`src/rtl/spi_regfile_peripheral_pkg.sv`:
```
// Shared definitions for the SPI register-file peripheral.
//   state_t   : frame-parser FSM states (IDLE, CMD, DATA, HOLD, ERR)
//   frame_len : bits per frame = 1 R/W bit + address bits + data bits
//   cnt_width : bit-counter width that can hold FRAME_LEN without wrapping
package spi_regfile_peripheral_pkg;

  typedef enum logic [2:0] {
    ST_IDLE = 3'd0,
    ST_CMD  = 3'd1,
    ST_DATA = 3'd2,
    ST_HOLD = 3'd3,
    ST_ERR  = 3'd4
  } state_t;

  function automatic int frame_len(input int addr_w, input int data_w);
    return 1 + addr_w + data_w;
  endfunction

  // The counter has to reach FRAME_LEN itself (the HOLD count), hence +1.
  function automatic int cnt_width(input int flen);
    return $clog2(flen + 1);
  endfunction

  localparam int DEF_FRAME_LEN = frame_len(7, 8);
  localparam int DEF_CNT_W     = cnt_width(DEF_FRAME_LEN);

endpackage

```
`src/rtl/spi_regfile_peripheral_if.sv`:
```
// SPI bus between an external controller and the register-file peripheral.
//   sclk_raw, mosi_raw, cs_n_raw : controller -> peripheral, asynchronous
//   miso, miso_oe                : peripheral -> controller
// Bus protocol (mode 0): cs_n low opens a frame; the controller changes
// mosi while sclk is low and both sides sample on sclk rising edges; the
// peripheral changes miso after sclk falling edges. A frame is MSB-first:
// R/W bit (1 = write), address, data. cs_n high closes the frame, and only
// then is a complete write committed.
interface spi_regfile_peripheral_if;
  logic sclk_raw;
  logic mosi_raw;
  logic cs_n_raw;
  logic miso;
  logic miso_oe;

  modport master (output sclk_raw, output mosi_raw, output cs_n_raw,
                  input miso, input miso_oe);
  modport slave  (input sclk_raw, input mosi_raw, input cs_n_raw,
                  output miso, output miso_oe);
endinterface

```
`src/rtl/spi_regfile_peripheral_sync_edge.sv`:
```
// spi_sync_edge: brings the asynchronous SPI pins into the clk domain.
//   clk, rst                     : system clock, async active-high reset
//   sclk_raw, mosi_raw, cs_n_raw : raw bus pins
//   sclk_rise, sclk_fall         : one-cycle strobes on synchronised sclk edges
//   mosi_s, cs_n_s               : synchronised mosi / cs_n levels
//   cs_rise, cs_fall             : one-cycle strobes on synchronised cs_n edges
// Flops reset to an idle bus (sclk 0, mosi 0, cs_n 1).
module spi_sync_edge (
  input  logic clk,
  input  logic rst,
  input  logic sclk_raw,
  input  logic mosi_raw,
  input  logic cs_n_raw,
  output logic sclk_rise,
  output logic sclk_fall,
  output logic mosi_s,
  output logic cs_n_s,
  output logic cs_rise,
  output logic cs_fall
);

  logic [1:0] sclk_sync, mosi_sync, cs_sync;
  logic       sclk_d, cs_d;

  always_ff @(posedge clk or posedge rst) begin
    if (rst) begin
      sclk_sync <= 2'b00;
      mosi_sync <= 2'b00;
      cs_sync   <= 2'b11;
      sclk_d    <= 1'b0;
      cs_d      <= 1'b1;
    end else begin
      sclk_sync <= {sclk_sync[0], sclk_raw};
      mosi_sync <= {mosi_sync[0], mosi_raw};
      cs_sync   <= {cs_sync[0], cs_n_raw};
      sclk_d    <= sclk_sync[1];
      cs_d      <= cs_sync[1];
    end
  end

  assign mosi_s    = mosi_sync[1];
  assign cs_n_s    = cs_sync[1];
  assign sclk_rise = sclk_sync[1] & ~sclk_d;
  assign sclk_fall = ~sclk_sync[1] & sclk_d;
  assign cs_rise   = cs_sync[1] & ~cs_d;
  assign cs_fall   = ~cs_sync[1] & cs_d;

endmodule

```
`src/rtl/spi_regfile_peripheral.sv`:
```
// SPI (mode 0) slave that writes a small register file.
//   clk, rst  : system clock (>= 8x sclk), async active-high reset
//   bus       : SPI pins (slave modport)
//   regs_out  : register n at [n*DATA_W +: DATA_W]
//   wr_pulse  : one-cycle strobe per committed write; wr_addr holds its address
//   frame_err : one-cycle strobe per aborted or overlong frame
//   state_dbg : current parser state
// Optional feature macro SPI_REGFILE_READBACK_EN: read frames return the
// addressed register on miso (0 when out of range). Without it miso and
// miso_oe are tied low.
module spi_regfile_peripheral
  import spi_regfile_peripheral_pkg::*;
#(
  parameter int NUM_REGS = 5,
  parameter int DATA_W   = 8,
  parameter int ADDR_W   = 7,
  parameter logic [DATA_W-1:0] RESET_VAL = '0
) (
  input  logic                       clk,
  input  logic                       rst,
  spi_regfile_peripheral_if.slave    bus,
  output logic [NUM_REGS*DATA_W-1:0] regs_out,
  output logic                       wr_pulse,
  output logic [ADDR_W-1:0]          wr_addr,
  output logic                       frame_err,
  output state_t                     state_dbg
);

  localparam int FRAME_LEN = frame_len(ADDR_W, DATA_W);
  localparam int CNT_W     = cnt_width(FRAME_LEN);
  // Counter value seen on the rising edge that completes each phase.
  localparam logic [CNT_W-1:0] CMD_LAST  = CNT_W'(ADDR_W);
  localparam logic [CNT_W-1:0] DATA_LAST = CNT_W'(FRAME_LEN - 1);

  logic sclk_rise, sclk_fall, mosi_s, cs_n_s, cs_rise, cs_fall;

  spi_sync_edge u_sync (
    .clk       (clk),
    .rst       (rst),
    .sclk_raw  (bus.sclk_raw),
    .mosi_raw  (bus.mosi_raw),
    .cs_n_raw  (bus.cs_n_raw),
    .sclk_rise (sclk_rise),
    .sclk_fall (sclk_fall),
    .mosi_s    (mosi_s),
    .cs_n_s    (cs_n_s),
    .cs_rise   (cs_rise),
    .cs_fall   (cs_fall)
  );

  state_t               state_q;
  logic [CNT_W-1:0]     bit_cnt_q;
  logic [FRAME_LEN-1:0] shift_q, shift_nx;
  logic [DATA_W-1:0]    regs_q [NUM_REGS];
  // After reset the synchroniser starts at cs_n=1, so a bus already low
  // would look like a fresh fall. armed_q only rises once cs_n has really
  // been seen high after the synchroniser has flushed.
  logic [1:0]           settle_q;
  logic                 armed_q;

  logic                 frame_wr, wr_hit;
  logic [ADDR_W-1:0]    frame_addr;
  logic [DATA_W-1:0]    frame_data;

  assign shift_nx   = {shift_q[FRAME_LEN-2:0], mosi_s};
  assign frame_wr   = shift_q[FRAME_LEN-1];
  assign frame_addr = shift_q[FRAME_LEN-2 -: ADDR_W];
  assign frame_data = shift_q[DATA_W-1:0];

  always_comb begin
    wr_hit = 1'b0;
    for (int i = 0; i < NUM_REGS; i++)
      if (frame_addr == ADDR_W'(i)) wr_hit = 1'b1;
  end

`ifdef SPI_REGFILE_READBACK_EN
  logic              cmd_wr, miso_q, oe_q;
  logic [ADDR_W-1:0] cmd_addr;
  logic [DATA_W-1:0] rd_val, shadow_q;

  // Command as it stands including the bit arriving on this edge.
  assign cmd_wr   = shift_nx[ADDR_W];
  assign cmd_addr = shift_nx[ADDR_W-1:0];

  always_comb begin
    rd_val = '0;
    for (int i = 0; i < NUM_REGS; i++)
      if (cmd_addr == ADDR_W'(i)) rd_val = regs_q[i];
  end

  assign bus.miso    = miso_q;
  assign bus.miso_oe = oe_q;
`else
  logic unused_fall;
  assign unused_fall = sclk_fall;
  assign bus.miso    = 1'b0;
  assign bus.miso_oe = 1'b0;
`endif

  always_ff @(posedge clk or posedge rst) begin
    if (rst) begin
      state_q   <= ST_IDLE;
      bit_cnt_q <= '0;
      shift_q   <= '0;
      settle_q  <= 2'b00;
      armed_q   <= 1'b0;
      wr_pulse  <= 1'b0;
      frame_err <= 1'b0;
      wr_addr   <= '0;
      for (int i = 0; i < NUM_REGS; i++) regs_q[i] <= RESET_VAL;
`ifdef SPI_REGFILE_READBACK_EN
      shadow_q  <= '0;
      miso_q    <= 1'b0;
      oe_q      <= 1'b0;
`endif
    end else begin
      wr_pulse  <= 1'b0;
      frame_err <= 1'b0;
      settle_q  <= {settle_q[0], 1'b1};
      armed_q   <= armed_q | (settle_q[1] & cs_n_s);
      if (cs_rise) begin
        // Frame closes: commit only a complete in-range write.
        if (state_q == ST_HOLD) begin
          if (frame_wr && wr_hit) begin
            for (int i = 0; i < NUM_REGS; i++)
              if (frame_addr == ADDR_W'(i)) regs_q[i] <= frame_data;
            wr_pulse <= 1'b1;
            wr_addr  <= frame_addr;
          end
        end else if (state_q != ST_IDLE) begin
          frame_err <= 1'b1;
        end
        state_q   <= ST_IDLE;
        bit_cnt_q <= '0;
        shift_q   <= '0;
`ifdef SPI_REGFILE_READBACK_EN
        shadow_q  <= '0;
        miso_q    <= 1'b0;
        oe_q      <= 1'b0;
`endif
      end else begin
        case (state_q)
          ST_IDLE: if (cs_fall && armed_q) state_q <= ST_CMD;
          ST_CMD: begin
            if (sclk_rise) begin
              shift_q   <= shift_nx;
              bit_cnt_q <= bit_cnt_q + CNT_W'(1);
              if (bit_cnt_q == CMD_LAST) begin
                state_q <= ST_DATA;
`ifdef SPI_REGFILE_READBACK_EN
                if (!cmd_wr) begin
                  shadow_q <= rd_val;
                  oe_q     <= 1'b1;
                end
`endif
              end
            end
          end
          ST_DATA: begin
            if (sclk_rise) begin
              shift_q   <= shift_nx;
              bit_cnt_q <= bit_cnt_q + CNT_W'(1);
              if (bit_cnt_q == DATA_LAST) state_q <= ST_HOLD;
            end
          end
          ST_HOLD: if (sclk_rise) state_q <= ST_ERR;
          default: ;
        endcase
`ifdef SPI_REGFILE_READBACK_EN
        if (oe_q && sclk_fall) begin
          miso_q   <= shadow_q[DATA_W-1];
          shadow_q <= shadow_q << 1;
        end
`endif
      end
    end
  end

  for (genvar g = 0; g < NUM_REGS; g++) begin : g_out
    assign regs_out[g*DATA_W +: DATA_W] = regs_q[g];
  end

  assign state_dbg = state_q;

endmodule

```
`src/flat_wrapper.sv`:
```
// flat-port wrapper written by rule: the top's interface ports become plain ports
module spi_regfile_peripheral_flat import spi_regfile_peripheral_pkg::*;
#(
  parameter int NUM_REGS = 5,
  parameter int DATA_W   = 8,
  parameter int ADDR_W   = 7,
  parameter logic [DATA_W-1:0] RESET_VAL = '0
)
  (clk, rst, regs_out, wr_pulse, wr_addr, frame_err, state_dbg, bus_sclk_raw, bus_mosi_raw, bus_cs_n_raw, bus_miso, bus_miso_oe);
  spi_regfile_peripheral_if bus_i ();
  input  logic clk;
  input  logic rst;
  output logic [NUM_REGS*DATA_W-1:0] regs_out;
  output logic wr_pulse;
  output logic [ADDR_W-1:0] wr_addr;
  output logic frame_err;
  output state_t state_dbg;
  input wire logic [$bits(bus_i.sclk_raw)-1:0] bus_sclk_raw;
  input wire logic [$bits(bus_i.mosi_raw)-1:0] bus_mosi_raw;
  input wire logic [$bits(bus_i.cs_n_raw)-1:0] bus_cs_n_raw;
  output wire logic [$bits(bus_i.miso)-1:0] bus_miso;
  output wire logic [$bits(bus_i.miso_oe)-1:0] bus_miso_oe;
  assign bus_i.sclk_raw = bus_sclk_raw;
  assign bus_i.mosi_raw = bus_mosi_raw;
  assign bus_i.cs_n_raw = bus_cs_n_raw;
  assign bus_miso = bus_i.miso;
  assign bus_miso_oe = bus_i.miso_oe;
  spi_regfile_peripheral #(.NUM_REGS(NUM_REGS), .DATA_W(DATA_W), .ADDR_W(ADDR_W), .RESET_VAL(RESET_VAL)) u_core (.clk(clk), .rst(rst), .bus(bus_i), .regs_out(regs_out), .wr_pulse(wr_pulse), .wr_addr(wr_addr), .frame_err(frame_err), .state_dbg(state_dbg));
endmodule
```
`config.mk`:
```
export PLATFORM = sky130hd
export DESIGN_NAME = spi_regfile_peripheral_flat
export DESIGN_NICKNAME = d
export VERILOG_FILES = /design/src/rtl/spi_regfile_peripheral_pkg.sv /design/src/rtl/spi_regfile_peripheral_if.sv /design/src/rtl/spi_regfile_peripheral_sync_edge.sv /design/src/rtl/spi_regfile_peripheral.sv /design/src/flat_wrapper.sv
export SDC_FILE = /design/constraint.sdc
export NUM_CORES = 1
export LEC_CHECK = 0
export ABC_AREA = 1
export CELL_PAD_IN_SITES_DETAIL_PLACEMENT = 1
export CELL_PAD_IN_SITES_GLOBAL_PLACEMENT = 1
export CORE_MARGIN = 2
export CORE_UTILIZATION = 43
export CTS_BUF_LIST = sky130_fd_sc_hd__clkbuf_16
export DETAILED_ROUTE_END_ITERATION = 6
export PLACE_DENSITY_LB_ADDON = 0.08
export SLEW_MARGIN = 20
export SYNTH_ARGS = -nofsm -noshare
export SYNTH_HDL_FRONTEND = slang
export SYNTH_SLANG_ARGS = --single-unit
```
`constraint.sdc`:
```
create_clock -name clk -period 5.85 [get_ports clk]
set_input_delay 0.8775 -clock clk [delete_from_list [all_inputs] [get_ports clk]]
set_output_delay 0.8775 -clock clk [all_outputs]
set_load 0.02 [all_outputs]
```
==> results.md, run 1 <==
* Status: finished clean
* Number of synthesized register bits at 84
* CTS clk-pin slew, worst paths at 0.06 ns
* Overflow after GRT at 0
* # Post-CTS Setup Buffers at 0
* Worst path arrival time at 1.49 ns
* Die Area at 8920 um2
* Placed Cells at 543
* Global-route wire length before repair at 15000 um
* RePlAce Congestion at 0.796
* Top-count cell post-synth: nand2_1
* Share of cells above drive strength 1 at 7.46%
* Slowest CP cell: clkdlybuf4s50_1
* I/O pin count at 59
* Nets at 459
* Clock buffer depth at 2
* Clk sink count at 84
* Resize count post-CTS at 0
* Post-layout min period at 2.37 ns
* Post-route ant nets at 0
* Multi-input logic area at 1130 um2
* Area Overhead vs Synth at 26.6%
* Maximum capacitance violations at 0
* Setup crit end kind: output port
* Leak pwr at 2.26 nW
* Synth Warn # at 0
* CTS tree: done
* Crit path kind: reg -> out
* DR vias/cell at 4.99
* Non-Filler Instances at 558
* Netlist cell types at 27
* Dominant synthesized flop cell: dfrtp_1
* Number of flops mapped to enable cells by yosys at 0
* Syn Inst Count at 395
* WP buf/inv at 1
* Die H at 94.4 um
* Largest area contributor in the netlist: dfrtp_1
* Drt total wl at 8900 um
* CP max stage delay at 0.66 ns
* Initial Util at 45.0%
* Row cnt at 32
* Die W at 94.4 um
* Vias in the first global route at 3019
* Maximum clock rate at 423 MHz
* Peak VDD IR at 0.000185 V
* Number of DRC markers in iteration 0 at 85
* Syn_area_per_cell at 8.90 um2
* Pwr dens at 324 nW/um2
* Final Skew at 0.00613 ns
* Period utilisation layout at 40.4%
* Netlist Area Pre-Place at 3520 um2
* Commonest cells in the netlist: nand2_1 (111), dfrtp_1 (81), inv_1 (54), nor2_1 (40), a21oi_1 (18)
* CP Cell Sequence: clkdlybuf4s50_1
* Antenna violations before repair at 0
* Fillers at 918
* H-tree depth at 3
* Type of origin of the critical path: register
* Final hold vios at 0
* Max_slew headroom at 47.4%
* TritonCTS buffer count at 9
* Port Buffer Count at 56
* # setup viols final at 0
* GR Util All Layers at 22.4%
* DRC viols at 0
* Drt pass-1 iters at 4
* Final Slew Violations at 0
* CORE AREA at 7810 um2
* Critical Path Fanout Max at 8
* DR vias at 2784
* Worst EP required at 4.97 ns
* Measured slew at the worst slew-check pin at 0.786 ns
* Clock latency on the worst-skew pair at 0.34 ns
* Setup_tns at 0 ns
* Worst path top cell family by delay: buffers and inverters
* Reg area at 2110 um2
* Post-synthesis sequential area ratio at 59.9%
* Wire per inst at 16.0 um
* CTS root buf: clkbuf_16
* RSZ-0062 raised after global routing: false
* Largest net degree at the start of global routing at 85
* Min-Delay Path Class: reg -> reg
* Detailed placement HPWL at 5940 um
* ANT cells at 0
* Hold bufs inserted after CTS at 0
* Post-synth ARST share at 100%
* Post-synth top area share at 57.6%
* Ranking of synthesized cells by area: dfrtp_1 (58%), nand2_1 (12%), inv_1 (5.8%)
## cells in the final DEF (no fill, tap or decap), types with 9 or more instances in the layout
cell type	Yosys	routed
nand4_1	16	16
a21oi_1	18	18
o21ai_0	17	17
nand3_1	13	13
clkbuf_16	0	9
clkdlybuf4s50_1	0	56
nor2_1	40	40
inv_1	54	54
nand2_1	111	111
dfrtp_1	81	81
## area by class of cell
| cell class | count | area share (%) |
|---|---|---|
| sequential | 84 | 47.3 |
| multi-input combinational | 244 | 25.4 |
| timing repair buffer | 57 | 12.8 |
| clock buffer | 9 | 5.06 |
| inverter | 56 | 4.75 |
| tap | 102 | 2.87 |
| clock inverter | 6 | 1.83 |
## report_power, final
group / total [mW] / internal (mW) / switching (mW) / leakage (nW)
registers: 0.636 / 0.604 / 0.0316 / 1.14
clock network: 0.589 / 0.368 / 0.221 / 0.152
logic: 0.217 / 0.0704 / 0.147 / 0.969
## layer usage
layer / up-vias / part of all wire (%) / GRT usage [%]
li1: 1345 / - / -
met1: 1381 / 44 / 28.5
met2: 46 / 51 / 37.8
met3: 12 / 3.2 / 4.55
met4: 0 / 1.9 / 8.33
met5: - / 0 / 0
## cell families after synthesis
kind of cell,after synthesis,share of synthesized area [%]
xor gates and xnor gates,1,0.249
DFF,84,59.9
other,2,0.214
AOI/OAI and AO/OA,41,5.91
buffers and inverters,68,8.11
adders and majority gates,2,0.711
and+or+nand+nor,197,24.9
## state kept, by name, indices dropped and copies added (netlist names), 3 cells and up
| signal | flops |
|---|---|
| u_core.bit_cnt_q | 5 |
| u_core.regs_out | 40 |
| u_core.state_dbg | 3 |
| u_core.shift_q | 16 |
| u_core.wr_addr | 7 |
## per-stage QoR
stage | instance area, um2 | hold WS (ns) | worst slack, ns | total power, mW | util [%]
floorplan | 3520 | 0.331 | 2.81 | 0.791 | -
global placement | 4140 | 0.333 | 3.56 | 0.851 | 53.1
detailed placement | 4140 | 0.339 | 3.56 | 0.861 | 53.1
CTS | 4450 | 0.351 | 3.49 | 1.45 | 57.0
global route | 4450 | 0.367 | 3.45 | 1.51 | 57.0
finish | 4450 | 0.349 | 3.48 | 1.44 | 57.0
## final timing paths
path / from / endpoint / slack, ns / cells after the start
setup / recovery: u_core.state_dbg[1]$_DFFE_PP0P_ / state_dbg[1] / 3.48 / 1
hold / removal: u_core.u_sync.mosi_sync[0]$_DFF_PP0_ / u_core.u_sync.mosi_sync[1]$_DFF_PP0_ / 0.35 / 0
setup reg to reg: u_core.u_sync.cs_sync[1]$_DFF_PP1_ / u_core.regs_out[29]$_DFFE_PP0P_ / 3.69 / 9
hold reg to reg: u_core.u_sync.mosi_sync[0]$_DFF_PP0_ / u_core.u_sync.mosi_sync[1]$_DFF_PP0_ / 0.35 / 0
max in group asynchronous: rst / u_core.wr_addr[1]$_DFFE_PP0P_ / 4.27 / 3
min in group asynchronous: rst / u_core.regs_out[39]$_DFFE_PP0P_ / 1.09 / 3
Power figures use the tool's default switching activity.
==> run 2: changes to the inputs <==
- CORE_UTILIZATION: 43 -> 40
- clock period: 5.85 -> 2.24 ns (I/O delays scaled with it)
==> results.md, run 2 (same netlist as run 1, synthesis figures left out) <==
* Status: finished clean
* WHS Endpoint: u_core.u_sync.sclk_sync[1]$_DFF_PP0_
* CTS clk-pin slew, worst paths at 0.06 ns (about the same)
* Die H at 97.8 um (+3.5%)
* Reg2reg end: u_core.regs_out[34]$_DFFE_PP0P_
* Final Skew at 0.00803 ns (+0.00190 ns)
* Non-Filler Instances at 572 (+2.5%)
* Share of cells above drive strength 1 at 8.41% (+0.95 points)
* Worst path arrival time at 2.15 ns (+0.66 ns)
* Die W at 97.8 um (+3.5%)
* CORE AREA at 8640 um2 (+11%)
* Vias in the first global route at 3024 (+0.17%)
* Global-route wire length before repair at 14800 um (-1.3%)
* Worst EP required at 2.43 ns (-2.54 ns)
* Row cnt at 34 (+6.3%)
* Largest net degree at the start of global routing at 42 (-51%)
* Leak pwr at 2.27 nW (+0.54%)
* Setup_tns at 0 ns (unchanged)
* CTS tree: done
* Die Area at 9560 um2 (+7.2%)
* Most frequent cells in the layout: nand2_1 (111), dfrtp_1 (81), inv_1 (56), clkdlybuf4s50_1 (56), nor2_1 (40)
* Reg2Reg Depth at 7 (-2)
* # setup viols final at 0 (unchanged)
* Fin area at 4480 um2 (+0.62%)
* Post-route ant nets at 0 (unchanged)
* Drt pass-1 iters at 4 (unchanged)
* Clock buffer depth at 2 (unchanged)
* DRC viols at 0 (unchanged)
* CTS root buf: clkbuf_16
* Port Buffer Count at 56 (unchanged)
* Most common cell after layout, fill and taps aside: nand2_1
* I/O pin count at 59 (unchanged)
* Clk sink count at 84 (unchanged)
* Setup crit end kind: register
* Register-to-register setup slack at 0.28 ns (-3.41 ns)
* Final core occ at 51.9% (-5.2 points)
* Initial Util at 40.7% (-4.3 points)
* RSZ-0062 raised after global routing: false
* Type of origin of the critical path: register
* Peak VDD IR at 0.000411 V (+120%)
* Min-Delay Path Class: reg -> reg
* GR Util All Layers at 19.5% (-2.8 points)
* ANT cells at 0 (unchanged)
* H-tree depth at 3 (unchanged)
* Final hold vios at 0 (unchanged)
* Maximum clock rate at 511 MHz
* Pwr dens at 789 nW/um2 (+140%)
* Pwr Total at 3.53 mW (+150%)
* Max reg flops at 40 (unchanged)
* Clock latency on the worst-skew pair at 0.33 ns (about the same)
* RePlAce Congestion at 0.830 (+4.3%)
* RR Startpoint: u_core.u_sync.cs_sync[1]$_DFF_PP1_
* Final Slew Violations at 0 (unchanged)
* TritonCTS buffer count at 9 (unchanged)
* Drt total wl at 8480 um (-4.7%)
* Maximum capacitance violations at 0 (unchanged)
* # Post-CTS Setup Buffers at 0 (unchanged)
* Post-layout min period at 1.96 ns
* Measured slew at the worst slew-check pin at 0.532 ns (-0.254 ns)
* DR vias/cell at 4.80 (-3.9%)
* Wire per inst at 14.8 um (-7.1%)
* Nets at 466 (+1.5%)
* Area Overhead vs Synth at 27.4%
* Placed Cells at 556 (+2.4%)
* Detailed placement HPWL at 6000 um (+1.0%)
* Period utilisation layout at 87.4%
* DR vias at 2743 (-1.5%)
* Hold Path Cell Cnt at 0 (unchanged)
* Number of DRC markers in iteration 0 at 94 (+11%)
* Critical Path Fanout Max at 17 (+9)
* Crit path kind: reg -> reg
* Overflow after GRT at 0 (unchanged)
* Hold_sp: u_core.u_sync.sclk_sync[0]$_DFF_PP0_
* Placed cell areas at 4220 um2 (+1.8%)
* Antenna violations before repair at 0 (unchanged)
* Max_slew headroom at 64.4% (+17 points)
* Resize count post-CTS at 0 (unchanged)
* Hold bufs inserted after CTS at 0 (unchanged)
==> run 2: cell count changes in the layout (fill, tap and decap cells not counted) <==
cell	before	now
buf_4	0	7
clkinv_2	3	0
clkinvlp_4	1	4
bufinv_16	2	0
inv_1	54	56
buf_12	0	1
buf_6	1	0
clkinv_1	0	1
==> run 2: per-layer routing <==
metal  share of wire, %  global-route usage [%]  vias up
li1                   -                       -     1356
met5                  0                       0        -
met3                2.2                    2.93       10
met2                 49                    32.1       34
met4                1.5                    7.37        0
met1                 47                    26.5     1343
==> run 2: per-stage QoR <==
step / hold slack [ns] / setup WS (ns)
final: 0.351 / 0.283
after global routing: 0.364 / 0.101
after CTS: 0.353 / 0.289
after detailed placement: 0.341 / 0.309
after global placement: 0.334 / 0.416
after floorplan: 0.331 / 0.668
==> run 2: worst max-delay path: stages, from the launching register on <==
cell and delay [ns]:
dfstp_2 0.56, inv_2 0.05, nor2_4 0.15, inv_2 0.15, nor2_4 0.18, nand4_2 0.41
nand2_1 0.20, o21ai_0 0.11
==> run 2: worst max path at each step <==
stage	startpoint	end	slack (ns)	cells past startpoint
floorplan	u_core.u_sync.cs_sync[1]$_DFF_PP1_	u_core.regs_out[10]$_DFFE_PP0P_	0.67	9
global placement	u_core.u_sync.cs_sync[1]$_DFF_PP1_	u_core.regs_out[13]$_DFFE_PP0P_	0.42	9
detailed placement	u_core.u_sync.cs_sync[1]$_DFF_PP1_	u_core.regs_out[34]$_DFFE_PP0P_	0.31	7
CTS	u_core.u_sync.cs_sync[1]$_DFF_PP1_	u_core.regs_out[34]$_DFFE_PP0P_	0.29	7
global route	u_core.u_sync.cs_sync[1]$_DFF_PP1_	u_core.regs_out[34]$_DFFE_PP0P_	0.10	6
finish	u_core.u_sync.cs_sync[1]$_DFF_PP1_	u_core.regs_out[34]$_DFFE_PP0P_	0.28	7
==> run 2: cell type report <==
class	instances	area [um2]
Clock inverter	7	37.5
Sequential cell	84	2110
Inverter	56	214
Multi-Input combinational cell	244	1130
Tap cell	108	135
Clock buffer	9	225
Fill cell	1009	4160
Timing Repair Buffer	64	633
==> run 2: power by group <==
part / internal (mW) / total, mW / switching (mW) / leakage, nW
clock network: 0.734 / 1.31 / 0.571 / 0.129
logic: 0.190 / 0.567 / 0.376 / 1.00
registers: 1.58 / 1.66 / 0.0836 / 1.14
total: 2.50 / 3.53 / 1.03 / 2.27
